==> src/rtl/apb_regfile_slave.sv <==
// -----------------------------------------------------------------------------
// apb_regfile_slave
//
// Parametrised APB3/APB4 register-file slave: a bank of DEPTH words of DATA_W
// bits with byte-strobed writes, configurable access-phase wait states,
// registered read data and an error response on out-of-range or misaligned
// accesses.
//
// Parameters
//   DATA_W      data bus width (8, 16, 32 or 64)
//   ADDR_W      byte-address width of paddr
//   DEPTH       number of DATA_W words, DEPTH <= 2^(ADDR_W - log2(DATA_W/8))
//   WAIT_CYCLES pready-low cycles inserted in the access phase (0..15)
//
// Ports
//   pclk     in   clock, all state changes on the rising edge
//   preset   in   synchronous active-high reset (also clears the memory)
//   psel     in   slave select
//   penable  in   access phase
//   pwrite   in   1 = write, 0 = read
//   paddr    in   byte address
//   pwdata   in   write data
//   pstrb    in   byte-lane write enables (tie all-ones for APB3 masters)
//   prdata   out  read data, nonzero only while pready=1 on a legal read
//   pready   out  transfer-complete handshake
//   pslverr  out  error response, valid only while pready=1
// -----------------------------------------------------------------------------
module apb_regfile_slave #(
  parameter int DATA_W      = 32,
  parameter int ADDR_W      = 8,
  parameter int DEPTH       = 32,
  parameter int WAIT_CYCLES = 0,
  localparam int STRB_W     = DATA_W / 8
) (
  input  logic              pclk,
  input  logic              preset,
  input  logic              psel,
  input  logic              penable,
  input  logic              pwrite,
  input  logic [ADDR_W-1:0] paddr,
  input  logic [DATA_W-1:0] pwdata,
  input  logic [STRB_W-1:0] pstrb,
  output logic [DATA_W-1:0] prdata,
  output logic              pready,
  output logic              pslverr
);

  localparam int OFF_W  = $clog2(STRB_W);
  localparam int CNT_W  = (WAIT_CYCLES > 0) ? $clog2(WAIT_CYCLES + 1) : 1;
  localparam int MEM_AW = (DEPTH > 1) ? $clog2(DEPTH) : 1;
  localparam logic [ADDR_W-1:0] OFF_MASK = ADDR_W'((1 << OFF_W) - 1);

  typedef enum logic [1:0] {
    IDLE,
    ACCESS,
    RESP
  } state_t;

  state_t              state;
  logic [CNT_W-1:0]    cnt;
  logic [ADDR_W-1:0]   addr_q;
  logic                write_q;
  logic                illegal_q;
  logic [DATA_W-1:0]   mem [DEPTH];

  logic                setup_illegal;
  logic [ADDR_W-1:0]   cur_addr;
  logic                cur_write;
  logic                cur_illegal;
  logic [MEM_AW-1:0]   mem_idx;
  logic [DATA_W-1:0]   rd_word;
  logic                wr_commit;

  // Out-of-range word index or nonzero byte offset within the word.
  function automatic logic addr_illegal(input logic [ADDR_W-1:0] a);
    logic [ADDR_W-1:0] idx;
    idx = a >> OFF_W;
    return (32'(idx) >= 32'(DEPTH)) || ((a & OFF_MASK) != '0);
  endfunction

  assign setup_illegal = addr_illegal(paddr);

  // With zero wait states pready is raised on the setup edge itself, so the
  // read word must come from the live bus; otherwise from the latched request.
  // NOTE: every signal driven here gets a default first, so no path through
  // the block leaves a value held and no latch is inferred.
  always_comb begin
    cur_addr    = addr_q;
    cur_write   = write_q;
    cur_illegal = illegal_q;
    if (state == IDLE) begin
      cur_addr    = paddr;
      cur_write   = pwrite;
      cur_illegal = setup_illegal;
    end
    mem_idx = MEM_AW'(cur_addr >> OFF_W);
    rd_word = '0;
    if (!cur_write && !cur_illegal) begin
      rd_word = mem[mem_idx];
    end
  end

  // A legal write commits only on the completing edge in RESP.
  assign wr_commit = (state == RESP) && psel && penable && write_q && !illegal_q;

  // NOTE: sequential state uses non-blocking assignments so every flop samples
  // the pre-edge values, independent of statement order.
  always_ff @(posedge pclk) begin
    if (preset) begin
      state     <= IDLE;
      cnt       <= '0;
      addr_q    <= '0;
      write_q   <= 1'b0;
      illegal_q <= 1'b0;
      pready    <= 1'b0;
      pslverr   <= 1'b0;
      prdata    <= '0;
    end else begin
      case (state)
        IDLE: begin
          if (psel && !penable) begin
            addr_q    <= paddr;
            write_q   <= pwrite;
            illegal_q <= setup_illegal;
            cnt       <= CNT_W'(WAIT_CYCLES);
            if (WAIT_CYCLES == 0) begin
              state   <= RESP;
              pready  <= 1'b1;
              pslverr <= setup_illegal;
              prdata  <= rd_word;
            end else begin
              state <= ACCESS;
            end
          end
        end

        ACCESS: begin
          if (!psel) begin
            // Master abandoned the transfer before completion.
            state   <= IDLE;
            cnt     <= '0;
            pready  <= 1'b0;
            pslverr <= 1'b0;
            prdata  <= '0;
          end else if (cnt > CNT_W'(1)) begin
            cnt <= cnt - 1'b1;
          end else begin
            // Last wait cycle: the counter reaches zero on this edge and
            // pready rises together with it.
            cnt     <= '0;
            state   <= RESP;
            pready  <= 1'b1;
            pslverr <= illegal_q;
            prdata  <= rd_word;
          end
        end

        RESP: begin
          // Completion (psel & penable) and abort (~psel) both end the
          // transfer; the memory block decides whether a write commits.
          if (!psel || penable) begin
            state   <= IDLE;
            pready  <= 1'b0;
            pslverr <= 1'b0;
            prdata  <= '0;
          end
        end

        default: begin
          state   <= IDLE;
          pready  <= 1'b0;
          pslverr <= 1'b0;
          prdata  <= '0;
        end
      endcase
    end
  end

  // NOTE: the register bank is cleared by reset because it is a flop array
  // whose reset value is architecturally visible; a RAM macro would not be.
  always_ff @(posedge pclk) begin
    if (preset) begin
      for (int i = 0; i < DEPTH; i++) begin
        mem[i] <= '0;
      end
    end else if (wr_commit) begin
      for (int b = 0; b < STRB_W; b++) begin
        if (pstrb[b]) begin
          mem[mem_idx][8*b +: 8] <= pwdata[8*b +: 8];
        end
      end
    end
  end

endmodule

==> config.mk <==
export PLATFORM = sky130hd
export DESIGN_NAME = apb_regfile_slave
export DESIGN_NICKNAME = d
export VERILOG_FILES = /design/src/rtl/apb_regfile_slave.sv
export SDC_FILE = /design/constraint.sdc
export NUM_CORES = 2
export LEC_CHECK = 0
export ABC_AREA = 1
export BUFFER_PORTS_ARGS = -buffer_cell sky130_fd_sc_hd__buf_2
export CORE_ASPECT_RATIO = 0.6
export CORE_UTILIZATION = 50
export CTS_BUF_LIST = sky130_fd_sc_hd__clkbuf_4 sky130_fd_sc_hd__clkbuf_8
export CTS_CLUSTER_DIAMETER = 200
export DETAILED_ROUTE_END_ITERATION = 16
export PLACE_DENSITY = 0.66
export SYNTH_ARGS = -nofsm -noshare
export SYNTH_HDL_FRONTEND = slang
export SYNTH_SLANG_ARGS = --single-unit
==> constraint.sdc <==
create_clock -name pclk -period 2.9 [get_ports pclk]
set_input_delay 0.29 -clock pclk [delete_from_list [all_inputs] [get_ports pclk]]
set_output_delay 0.29 -clock pclk [all_outputs]
set_load 0.03 [all_outputs]
### Yosys cells after proc, flatten, opt, wreduce, memory -nomap -nowiden

Memory sizes are Yosys's and may differ from the RTL's.
Index checks and enable logic that the tools add are counted.
Widths: inputs -> output; s select.

* bits in writable memories: 1024
* flip-flop bits (word level): 46
* memories kept: 1
* output and inout port bits: 34

* equal/unequal tests: 5
* multiplexer cells: 48
* reduce and logical (&&, ||, !) cells: 20
* order comparisons: 2
* $add $sub $neg: 1

Memory list
* mem: depth 32, bits a word 32, read ports 1, clocked after Yosys merged registers in 0, write ports 32, RTL line 64 `logic [DATA_W-1:0] mem [DEPTH];`

Operator list (number)
* $mux 32: 6
* $pmux 32 s3: 1
* $reduce_or 32->1: 1
* $mux 1: 30
* $mux 2: 4
* $reduce_bool 8->1: 1
* $mux 7: 1
* $ge 6x6->1 const B: 1
* $logic_and 1x1->1: 6
* $pmux 1 s3: 2
* $pmux 2 s3: 1
* $logic_not 1->1: 5
* $mux 5: 1
* $mux 4: 1
* $ne 2x1->1 const B: 2
* $reduce_and 2->1: 2
* $ne 3x3->1 const B: 1
* $reduce_and 3->1: 1
* $eq 2x1->1 const B: 1
* $eq 2x2->1 const B: 1
* $logic_not 2->1: 1
* $logic_or 1x1->1: 2
* $pmux 1 s2: 1
* $reduce_bool 2->1: 1
* other kinds (2): 2

### Depth between registers and ports, before layout

* depth in word-level cells: 10
* mapped depth: 16
* gate-level depth less buffers: 12

### Worst setup path after synthesis

OpenSTA, ideal clock, no wires.

* kind: flip-flop to flip-flop
* start: reg, netlist name pready
* end: reg prdata[15]
* setup time: 0.071 ns
* stages on the path, launching flop included: 14
* buffers on the path: 4
* period minus slack after synthesis: 2.487 ns
* setup slack: 0.413 ns
* data required time: 2.829 ns
* data arrival time: 2.416 ns
* cells stage by stage: dfxtp_1 -> buf_4 -> inv_2 -> buf_4 -> ha_1 -> clkbuf_1 -> inv_1 -> nand2_1 -> nor3_1 -> clkbuf_1 -> inv_1 -> a21oi_1 -> nand3_1 -> a21oi_1

RTL lines
* to (signal assigned): RTL line 130 `prdata <= rd_word;`
* to (signal assigned): RTL line 154 `prdata <= rd_word;`
* to (decl): RTL line 43 `output logic [DATA_W-1:0] prdata,`

==> results_dict.tcl <==
set metrics [dict create \
    cts_buffer_depth 3 \
    power_frac_comb_pct 18.9 \
    dp_hpwl_microns 98800 \
    stdcell_area_sq_um 59000 \
    relSlewSlack_pct 30.6 \
    firstDrtPassIters 6 \
    worst_pin_slew_ns 1.04 \
    nNetsFinal 6533 \
    synth_commonest_cells "2412 x nand2_1, 1115 x nor2_1, 1024 x edfxtp_1" \
    r2r_slack_ns 0.12 \
    cp_common_cell "inv_2" \
    core_area_sq_um 104000 \
    grt_max_degree 190 \
    avgRoutedWirePerCell_microns 20.1 \
    hold_end "mem[23][5]" \
    track_usage_pct 30.2 \
    hold_viol 0 \
    ant_nets 0 \
    p_seq_share_pct 47.4 \
    synth-seq-cells 1065 \
    cts_root_buffer "clkbuf_8" \
    drv_slew 0 \
    path_clk_slew_ns 0.07 \
    synthFlopType "edfxtp_1" \
    overflow 0 \
    grt_pass1_wl_microns 241000 \
    insertion_delay_ns 0.91 \
    gp_congestion 0.902 \
    r2r_end "mem[13][17]" \
    tritoncts "done" \
    hp-start "pwdata[5]" \
    cp_slowest_cell "o21ai_2" \
    seq_area_frac_synth_pct 59.8 \
    hold_depth 4 \
    dieWidth_microns 422 \
    switchingPower_uw 11500 \
    pwr-share-clk_pct 33.7 \
    r2r_start "pready" \
    finalCritPeriodShare_pct 95.9 \
    critPathRequiredTime_ns 3.46 \
    grt_pass1_vias 38900 \
    power.share.switching_pct 31.2 \
    io-pin-count 83 \
    die_h_microns 254 \
    path_class "flop to flop" \
    yosysMostFrequentCell "nand2_1" \
    synthesis.nets 6404 \
    critPathBufInv 3 \
    slowest_delay_ns 0.42 \
    areaGrowthSynthToFinish_pct 11.7 \
    critPathTopFamily "simple AND/OR/NAND/NOR gates" \
    worst_setup_path_start_kind "flop" \
    synth_warnings 0 \
    critPathCaptureType "flop" \
    cts_buffers 158 \
    vias_per_cell 5.27 \
    cp.depth 8 \
    synth-async-reset-ratio_pct 0 \
    rows 91 \
    p_leak_uw 0.0276 \
    total_power_uw 36800 \
    max_freq_ghz 0.359 \
    die-area_sq_um 107000 \
    cp_max_fo 13 \
    setup_viol 0 \
    ir_drop_v 0.000472 \
    htreeDepth 4 \
    clkSinkCount 1065 \
    syn_avg_cell_area_sq_um 8.31 \
    yosysTopAreaCellShare_pct 58.2 \
    synth_area_leaders "edfxtp_1 58%, nand2_1 17%, nor2_1 7.9%" \
    p_per_area_nw_per_um2 624 \
    place_area_sq_um 55500 \
    synth.lib_cells_used.distinct 24 \
    drv_cap 0 \
    crit_arrival_ns 3.34 \
    hp-class "input port to flop" \
    synthCells 6354 \
    power.internal_uw 25300 \
    path_cells "inv_2 -> o21ai_2 -> inv_2 -> nor3_4 -> inv_2 -> nor2_2 -> nand2_1 -> nand2_1" \
    layout-drive-gt1-share_pct 9.45 \
    period_needed_ns 2.78 \
    drc 0 \
    fin_worst_skew_ns 0.0363 \
    start_util_pct 50.9 \
    synth_largest_area_cell "edfxtp_1" \
    netlist_area_sq_um 52800 \
    drt-total-wl_microns 161000 \
    drt_iter0_markers 5455 \
    portBuffers 82 \
    antenna_found_initial 7 \
    rsz0062_at_grt "true" \
    vias 42300 \
    reg2reg_depth 8 \
    synth-edff-count 1024 \
    status "completed" \
]
-- cell usage in the layout, fill, tap and decap left out, drive strengths merged --
master       count
buf            301
diode            6
clkinv          47
o21ai          105
nor3             8
clkbuf         235
nand3          169
clkinvlp         8
ha               1
nand2         2422
a21oi           74
inv            837
edfxtp        1024
nor2          1130
dlygate4sd3     27
dfxtp           41
nand3b         188
-- cell type report --
class | instances | area, sq um
clock inverter | 60 | 305
fill | 9485 | 44700
inverter | 832 | 3140
tap | 1395 | 1750
multi-input combinational | 4097 | 16800
timing repair buffer | 329 | 2630
antenna | 6 | 15.0
sequential | 1065 | 31600
clock buffer | 234 | 2810
-- flip-flops by register name, indices dropped and copies added (netlist names) --
| register | flops |
|---|---|
| pslverr | 1 |
| illegal_q | 1 |
| addr_q | 5 |
| pready | 1 |
| write_q | 1 |
| mem | 1024 |
| prdata | 32 |
-- timing repair --
action                                 CTS  global route
setup endpoints to repair               47            98
hold buffers                            27             0
resized for setup                        2             5
gates cloned                             0             1
endpoints found under the hold margin   74             0
buffers inserted                         0             0
-- how the worst max path moves through the flow --
| stage | startpoint | slack [ns] | endpoint |
|---|---|---|---|
| 2_1_floorplan | pready | 0.41 | prdata[15] |
| 3_3_place_gp | pready | -0.14 | mem[13][5] |
| 3_5_place_dp | pready | -0.13 | mem[13][21] |
| 4_1_cts | pready | 0.1 | mem[20][23] |
| 5_1_grt | pready | -0.05 | mem[15][9] |
| 6_report | pready | 0.12 | mem[13][17] |
-- metrics by stage --
stage / worst slack [ns] / util, % / setup TNS (ns) / hold WS [ns] / std cells
after CTS: 0.0993 / 56.8 / 0 / 0.00471 / 8011
after global placement: -0.136 / 53.5 / -3.50 / 0.452 / 7690
after detailed placement: -0.131 / 53.5 / -3.27 / 0.462 / 7690
after global routing: -0.0514 / 56.9 / -1.48 / 0.0534 / 8013
final: 0.118 / 56.9 / 0 / 0.0485 / 8018
after floorplan: 0.413 / - / 0 / 0.425 / 6354
-- kinds of logic after synthesis --
group / synth area share [%]
simple gates: 29.8
buf+inv: 8.63
flops: 59.8
compound gates: 1.72
fa+ha+maj: 0.0237
-- worst min-delay path: stages --
cell and delay [ns]:
buf_2 0.07, inv_1 0.03, buf_4 0.27, nor2_1 0.15
-- power by group through the flow --
stage,clock network (uW),registers (uW),logic [uW]
floorplan,0,17700,4310
global placement,0,17800,6720
detailed placement,0,17800,6740
CTS,12500,17400,6800
global route,13200,17500,7620
finish,12400,17400,6960
-- layer usage --
metal | GRT usage, % | vias up | share of wire [%]
li1 | - | 19900 | -
met1 | 45.7 | 19700 | 44
met2 | 42.3 | 2346 | 41
met3 | 7.34 | 270 | 13
met4 | 9.55 | 2 | 2.7
met5 | 0 | - | 0.0081
(Power assumes the default switching activity.)
